`config.mk`:
```
export PLATFORM = sky130hd
export DESIGN_NAME = ga_rand_gen_multi
export DESIGN_NICKNAME = d
export VERILOG_FILES = /design/src/rtl/ga_rand_gen_multi.sv
export SDC_FILE = /design/constraint.sdc
export NUM_CORES = 1
export LEC_CHECK = 0
export ABC_AREA = 1
export CORE_UTILIZATION = 48
export CTS_CLUSTER_SIZE = 25
export DETAILED_ROUTE_END_ITERATION = 8
export PLACE_DENSITY = 0.81
export SYNTH_ARGS = -nofsm -noshare
export SYNTH_HDL_FRONTEND = slang
export SYNTH_SLANG_ARGS = --single-unit
```
`constraint.sdc`:
```
create_clock -name clk -period 1.7 [get_ports clk]
set_clock_uncertainty 0.1 [all_clocks]
set_input_delay 0.34 -clock clk [delete_from_list [all_inputs] [get_ports clk]]
set_output_delay 0.34 -clock clk [all_outputs]
set_load 0.02 [all_outputs]
```
`src/rtl/ga_rand_gen_multi.sv`:
```
// Multi-lane 64-bit Galois LFSR random word generator with seed loading,
// warm-up phase, free-running / on-demand modes and an accepted-draw counter.

module ga_rand_lane #(
  parameter int          OUT_W    = 42,
  parameter logic [63:0] RST_SEED = 64'h1
) (
  input  logic             clk,
  input  logic             rstn,
  input  logic             clr,
  input  logic             load,
  input  logic             step,
  input  logic [63:0]      seed,
  output logic [OUT_W-1:0] word
);
  localparam logic [63:0] POLY   = 64'hD800_0000_0000_0000;
  // An all-zero state would lock the LFSR, so zero seeds become 1.
  localparam logic [63:0] RST_NZ = (RST_SEED == 64'h0) ? 64'h1 : RST_SEED;

  logic [63:0] state_q, state_d, seed_nz, nxt;

  always_comb begin
    seed_nz = (seed == 64'h0) ? 64'h1 : seed;
    nxt     = (state_q >> 1) ^ (state_q[0] ? POLY : 64'h0);
    state_d = state_q;
    if (clr)       state_d = RST_NZ;
    else if (load) state_d = seed_nz;
    else if (step) state_d = nxt;
  end

  always_ff @(posedge clk or negedge rstn) begin
    if (!rstn) state_q <= RST_NZ;
    else       state_q <= state_d;
  end

  assign word = state_q[OUT_W-1:0];
endmodule

module ga_rand_gen_multi #(
  parameter int          SIM_DLY      = 1,
  parameter int          OUT_W        = 42,
  parameter int          N_LANES      = 2,
  parameter int          WARMUP_CYC   = 16,
  parameter logic [63:0] DEFAULT_SEED = 64'h0123_4567_89AB_CDEF
) (
  input  logic                     clk,
  input  logic                     rstn,
  input  logic                     sw_rst,
  input  logic                     mode,
  input  logic                     seed_load,
  input  logic [2:0]               seed_lane,
  input  logic [63:0]              seed_data,
  input  logic                     rand_rdy,
  output logic                     rand_vld,
  output logic [N_LANES*OUT_W-1:0] rand_data,
  output logic [31:0]              draw_cnt,
  output logic                     busy
);
  typedef enum logic {WARMUP, RUN} state_e;

  localparam state_e     RST_ST = (WARMUP_CYC == 0) ? RUN : WARMUP;
  localparam logic [7:0] WU     = 8'(WARMUP_CYC);

  // Register timing is modelled at zero delay; a negative value is meaningless.
  if (SIM_DLY < 0) begin : g_bad_sim_dly
  end

  state_e      st_q, st_d;
  logic [7:0]  cnt_q, cnt_d;
  logic        rand_vld_q, rand_vld_d;
  logic [31:0] draw_cnt_q, draw_cnt_d;
  logic        ld_vld, hs, step;

  assign ld_vld = seed_load && ({29'd0, seed_lane} < 32'(N_LANES));
  assign hs     = rand_vld_q && rand_rdy;
  // In RUN nothing advances until the current word has been presented once.
  assign step   = !sw_rst && !ld_vld &&
                  ((st_q == WARMUP) ||
                   (rand_vld_q && (mode || rand_rdy)));

  always_comb begin
    st_d       = st_q;
    cnt_d      = cnt_q;
    rand_vld_d = rand_vld_q;
    draw_cnt_d = draw_cnt_q;
    if (sw_rst || ld_vld) begin
      st_d       = RST_ST;
      cnt_d      = WU;
      rand_vld_d = 1'b0;
      if (sw_rst) draw_cnt_d = 32'd0;
    end else begin
      case (st_q)
        WARMUP: begin
          cnt_d = cnt_q - 8'd1;
          if (cnt_q <= 8'd1) begin
            st_d       = RUN;
            rand_vld_d = 1'b1;
          end
        end
        default: begin
          rand_vld_d = 1'b1;
          if (hs) draw_cnt_d = draw_cnt_q + 32'd1;
        end
      endcase
    end
  end

  always_ff @(posedge clk or negedge rstn) begin
    if (!rstn) begin
      st_q       <= RST_ST;
      cnt_q      <= WU;
      rand_vld_q <= 1'b0;
      draw_cnt_q <= 32'd0;
    end else begin
      st_q       <= st_d;
      cnt_q      <= cnt_d;
      rand_vld_q <= rand_vld_d;
      draw_cnt_q <= draw_cnt_d;
    end
  end

  logic [N_LANES-1:0][OUT_W-1:0] lane_word;

  for (genvar g = 0; g < N_LANES; g++) begin : g_lane
    ga_rand_lane #(
      .OUT_W   (OUT_W),
      .RST_SEED(DEFAULT_SEED + 64'(g))
    ) u_lane (
      .clk  (clk),
      .rstn (rstn),
      .clr  (sw_rst),
      .load (ld_vld && (seed_lane == 3'(g))),
      .step (step),
      .seed (seed_data),
      .word (lane_word[g])
    );
    assign rand_data[g*OUT_W +: OUT_W] = lane_word[g];
  end

  assign rand_vld = rand_vld_q;
  assign draw_cnt = draw_cnt_q;
  assign busy     = (st_q == WARMUP);
endmodule
```
======== Yosys cells after proc, flatten, opt, wreduce, memory -nomap -nowiden ========
Index checks and enable logic that the tools add are counted.
storage, ports and cells
  input port bits ......................... 73
  logic and storage cells ................. 57
  output and inout bits ................... 118
  bits in registers ....................... 170
operators by class
  eq/ne operators ......................... 3
  add/subtract/negate cells ............... 2
  $lt $le $gt $ge ......................... 2
  reduce and logical (&&, ||, !) cells .... 20
  mux-type cells .......................... 21
  bitwise gates (word level) .............. 3
operators with widths
  kind                     count
  $mux W64                 9
  $mux W32                 4
  $xor A63 B64 Y64         2
  $logic_not A64 Y1        1
  $add A32 B1 Y32 const B  1
  $mux W8                  2
  $reduce_bool A3 Y1       3
  $le A8 B1 Y1 const B     1
  $sub A8 B1 Y8 const B    1
  $logic_and A1 B1 Y1      7
  $mux W1                  6
  $reduce_bool A2 Y1       2
  $eq A3 B1 Y1 const B     1
  $logic_not A3 Y1         1
  $logic_or A1 B1 Y1       3
  $lt A3 B2 Y1 const B     1
  $reduce_and A3 Y1        1
  $logic_not A1 Y1         2
  $ne A2 B1 Y1 const B     1
  $ne A2 B2 Y1 const B     1
  $not A1 Y1               1

======== Longest topological paths before layout ========
  depth in word-level cells ............... 8
  mapped depth ............................ 11
  gate-level depth less buffers ........... 11

======== Cells and area by module ========
From an unflattened synthesis, not the netlist that was laid out.
unflattened totals
  cell total of the unflattened synthesis .. 1343
  area, all modules ....................... 9964.6 um^2
by module, submodules not included
  module                            area an instance (um^2)  instances  cells each  seq. area each (um^2)
  ga_rand_lane at g_lane[1].u_lane  3694.8                   1          481         1637.8
  ga_rand_lane at g_lane[0].u_lane  3693.5                   1          484         1641.6
  ga_rand_gen_multi                 2576.2                   1          378         1052.3

======== Least setup slack after synthesis ========
OpenSTA, ideal clock, no wires.
  path kind ............................... reg2reg
  start point ............................. register draw_cnt_q[1] (netlist: draw_cnt[1])
  end point ............................... register draw_cnt_q[26] (netlist: draw_cnt[26])
  data required time ...................... 1482 ps
  setup time .............................. 118 ps
  buffers on the path ..................... 0
  setup slack ............................. -112 ps
  cell stages (with the launch flop) ...... 11
  clock period less this slack ............ 1812 ps
  arrival time ............................ 1595 ps
  cell sequence ........................... dfrtp_1 -> ha_1 -> nand2_1 -> nor2_4 -> nand2_1 -> nor2_2 -> nand2_1 -> nor2_2 -> nand3_1 -> nand3_1 -> nand2_1
between the ends
  word-level cells in the longest chain between the ends .. 4
RTL lines
  item                      RTL line  source
  start: declaration        71        logic [31:0] draw_cnt_q, draw_cnt_d;
  start signal: assignment  118       draw_cnt_q <= draw_cnt_d;
  $add A32 B1 Y32           102       if (hs) draw_cnt_d = draw_cnt_q + 32'd1;
  $mux W32                  102
  $mux W32                  92        case (st_q)
  $mux W32                  86        if (sw_rst || ld_vld) begin
No other way between the ends. The select of a mux whose other input is x is not followed.
A chain may end at the register's enable or synchronous reset.

======== Final worst setup path ========
  start point ............................. input seed_data[60]
  end point ............................... register g_lane[0].u_lane.state_q[0]
between the ends
  word-level cells in the longest chain between the ends .. 4
RTL lines
  item                    RTL line  source
  start: declaration      52        input logic [63:0] seed_data,
  $logic_not A64 Y1       23        seed_nz = (seed == 64'h0) ? 64'h1 : seed;
  $mux W64                23
  $mux W64                27        else if (load) state_d = seed_nz;
  $mux W64                26        if (clr) state_d = RST_NZ;
  end signal: assignment  33        else state_q <= state_d;
  end: declaration        20        logic [63:0] state_q, state_d, seed_nz, nxt;
No other way between the ends.

==> results by stage <==
Final layout:
- In the final design database the tool counted roughly 1600 nets.
- Of the cells placed in the final design, the portion with a size suffix greater than 1 is 0.328.
- Relative to the synthesized area, the layout overhead comes to 42.1%.
- The finished cells cover approximately 14000 µm².
- The number of antenna diodes in the final layout is 0.
- The final core utilization is 0.701.

Setup path:
- The largest stage delay on the critical path is approximately 0.53 ns.
- By instance count, the cell type seen most on the critical path is sky130_fd_sc_hd__nand2_1.
- Along the worst path, the maximum fanout reaches 2.
- The worst register-to-register path has a setup slack of -0.05 ns.
- At the worst endpoint, the arrival time is around 2 ns.
- Walking the worst path, the cells encountered are clkdlybuf4s50_1 -> nor2_1 -> nand2_2 -> nor2_1 -> nand2_1 -> nor2_1 -> nand2_1 -> nand2_1 -> nand2_1 -> a21oi_1.
- The required time reported for the critical path endpoint is 1.96 ns.
- Among all stages on the critical path, the largest delay is contributed by sky130_fd_sc_hd__clkdlybuf4s50_1.
- The critical path is of the input pin to flop type.
- STA classifies the critical path endpoint as a flop.
- Together, buffers and inverters on the worst path number 1.
- The kind of cell with the highest combined delay along the critical path is simple AND/OR/NAND/NOR gates.
- The startpoint type of the worst setup path is an input pin.

Synth:
- The largest total area in the synthesized netlist belongs to sky130_fd_sc_hd__dfrtp_1.
- Of the post-synthesis cell area, the part taken by muxes is 0.
- The part of the Yosys area used for sequential elements is 0.448.
- The distinct cell type count after synthesis is 46.
- After synthesis, the cell types taking the most area are sky130_fd_sc_hd__dfrtp_1 28%, sky130_fd_sc_hd__dfstp_2 17%, sky130_fd_sc_hd__nand2_1 8.0%.
- The average instance in the mapped netlist occupies 7.75 µm².
- After synthesis the cells add up to 9670 µm².
- Among all flip-flop cells after synthesis, the most frequent one is sky130_fd_sc_hd__dfrtp_1.
- Of the total synthesized cell area, the portion taken by AND, OR, NAND and NOR gates is 0.198.
- The cell count after synthesis came out at 1248.
- The compound-cell area share of the yosys netlist is 0.197.
- The share of synthesized area in the top cell type comes to 0.280.
- Synthesis inferred 170 register bits.
- The adder-cell share of the synthesized area is 0.00388.
- The Yosys step of the flow raised 0 warnings.
- Yosys mapped a number of flops with a built-in enable equal to 0.
- By area, the combinational part of the netlist is dominated by simple AND/OR/NAND/NOR gates.
- Of the total synthesized cell area, the portion taken by XOR and XNOR cells is 0.00634.
- The async set or reset register ratio after synthesis is 1.00.
- Synthesis produced a netlist with a net count of 1324.

STA:
- The highest clock frequency the design can meet is 0.570 GHz.
- The final sum of negative setup slack is -0.188 ns.
- In the post-route analysis, the smallest setup slack over all paths is -0.0533 ns.
- At the pin with the least slew margin, the transition time is ~0.40 ns.
- Subtracting the final worst setup slack from the clock period gives 1.75 ns.
- The count of endpoints failing hold in the final timing report was 0.
- Setup repair after global routing could not meet its margin everywhere.
- The count of final setup violators is 7.
- The worst slew margin relative to its limit is 0.730.
- The portion of the clock cycle consumed by the worst path in the final layout is 1.03.
- The final number of max-transition violations came to 0.

Floorplanning:
- The width of the die is 144 µm.
- For this configuration, the core starts out at a cell density of 0.494.
- After floorplanning, the core was divided into 51 placement rows.
- The floorplan step defined a die boundary enclosing 20700 µm².
- During I/O placement, the number of pins put on the boundary was roughly 190.
- The die is 144 µm tall.
- The core box area is around 20000 µm².

Clock tree:
- The clock sink count is 170.
- The cell sitting at the root of the clock tree is a sky130_fd_sc_hd__clkbuf_16.
- TritonCTS built the clock tree.
- Buffers inserted during clock tree synthesis total 17.
- The clock passes through at most 2 buffers.
- The clock transition at the register clock pins on the worst setup and hold paths after CTS is 0.07 ns.
- The clock reaches the later pin of the worst-skew pair after 0.43 ns.
- CTS built an H-tree with a depth of 4.

GRT:
- The wire length of the first global-routing pass is 50200 µm.
- The initial antenna violation count is 1.
- Entering global routing, the biggest net connects 61 pins.
- The number of global-route vias before repair is 9574.
- Across every metal layer, demand over resource in global routing totals 0.319.
- After global routing the overflow that remains totals 0.

Routing:
- Dividing the detail-routed via count by the number of cells gives 5.80.
- The iteration count of the initial detailed-routing pass is 6.
- The DRC violations left is 0.
- In the final routed layout, each cell accounts on average for 19.8 µm.
- The vias after detailed routing is 10300.
- The detail route stage leaves a number of antenna-violating nets equal to 0.
- The first routing iteration left 1144 violations.
- Wires add up to roughly 35000 µm.

Outcome:
- The final reports fail on negative setup slack.
- The run finished, with violations left.

Power and ir drop:
- The overall power consumption is ~12 mW.
- The total leakage power is 6.12 nW.
- The peak supply drop is 753 µV.
- In this run the power density over the cells is 859 nW/µm².

Hold path:
- The tightest min-delay check is of the input pin to async pin type.

Place:
- The weighted congestion at the end of routability-driven global placement is 0.949.
- Summed over all nets, the half-perimeter wirelength after detailed placement is 22600 µm.
- The worst-case setup slack after placement is -0.497 ns.
- The total cell area at the placement stage is ~12000 µm².
- The number of input and output port buffers inserted is 190.

Flow run:
- Max-cap violations in this run came to 0.
[cells in the mapped netlist, drive strengths merged (16+ instances only)]
cell type	number
a21oi	122
a22oi	16
inv	119
dfrtp	108
nand2	211
a31oi	32
o21ai	148
nand3	47
clkbuf	29
buf	119
o211ai	16
dfstp	62
nor2	168
[layout by cell type (no fill, tap or decap), types with 58 or more instances in the layout]
cell type,Yosys,routed
sky130_fd_sc_hd__o21ai_0,98,67
sky130_fd_sc_hd__nand2_1,205,192
sky130_fd_sc_hd__dfstp_2,62,62
sky130_fd_sc_hd__a21oi_1,122,100
sky130_fd_sc_hd__dfrtp_1,108,99
sky130_fd_sc_hd__o21ai_1,50,58
sky130_fd_sc_hd__buf_4,91,147
sky130_fd_sc_hd__clkdlybuf4s50_1,0,67
sky130_fd_sc_hd__nor2_1,159,146
sky130_fd_sc_hd__inv_1,112,109
[layout make-up]
type | count | area (µm²)
fillers | 1433 | 5850
flip-flops and latches | 170 | 4340
inverters | 121 | 485
clock buffers | 18 | 429
clock inverters | 14 | 160
multi-input cells | 810 | 4530
well taps | 265 | 332
repair buffers | 377 | 3450
[per-layer routing]
| metal | up-vias | share of wire | track usage |
|---|---|---|---|
| li1 | 4567 | - | - |
| met4 | 2 | 0.049 | 0.143 |
| met1 | 4821 | 0.37 | 0.431 |
| met3 | 149 | 0.12 | 0.0576 |
| met2 | 761 | 0.46 | 0.499 |
| met5 | - | 0.00034 | 0 |
[kinds of logic (layout without fill, tap and decap cells)]
family                     after synthesis  count (layout)
DFF                                    170             170
AOI/OAI and AO/OA                      348             348
adders and majority gates                3               3
and+or+nand+nor                        451             452
xor gates and xnor gates                 7               7
buffers and inverters                  269             530
[worst paths after layout]
kind / depth (start not counted) / endpoint / from
max: 10 / g_lane[0].u_lane.state_q[0]$_DFFE_PN1P_ / seed_data[60]
max reg2reg: 8 / g_lane[0].u_lane.state_q[35]$_DFFE_PN0P_ / rand_vld$_DFFE_PN0P_
min in group clk: 4 / g_lane[0].u_lane.state_q[8]$_DFFE_PN1P_ / sw_rst
max in group asynchronous: 3 / g_lane[1].u_lane.state_q[34]$_DFFE_PN1P_ / rstn
min reg2reg: 1 / cnt_q[7]$_DFFE_PN0P_ / cnt_q[7]$_DFFE_PN0P_
min: 2 / draw_cnt[9]$_DFFE_PN0P_ / rstn
[stage by stage]
step	instances	hold slack, ns
after floorplan	1248	-0.0556
after global placement	1712	0.0791
after detailed placement	1712	0.0772
after CTS	1757	0.205
after global routing	1775	0.218
final	1775	0.208
[timing repair]
action | in CTS | in global routing
hold buffers | 1 | 0
pin swaps | 7 | 43
cloned | 3 | 8
hold endpoints to repair | 108 | 0
setup endpoints to repair | 153 | 172
setup buffers | 10 | 11
gates resized for setup | 288 | 206
[flip-flops by register name (all words and copies together), names as in the netlist]
signal / cells
st_q: 1
rand_vld: 1
g_lane.u_lane.state_q: 128
cnt_q: 8
draw_cnt: 32
[report_power, final]
group,switching [mW],internal [mW]
clock,1.78,2.21
combinational,1.65,1.20
sequential,0.366,4.59
[worst reg2reg max path, delay by kind of cell, from the launching register on]
kind                   cells  cell delay, ns
AOI/OAI and AO/OA          3            0.59
buffers and inverters      2            0.30
DFF                        1            0.41
and+or+nand+nor            3            0.28
Power figures use the tool's default switching activity.
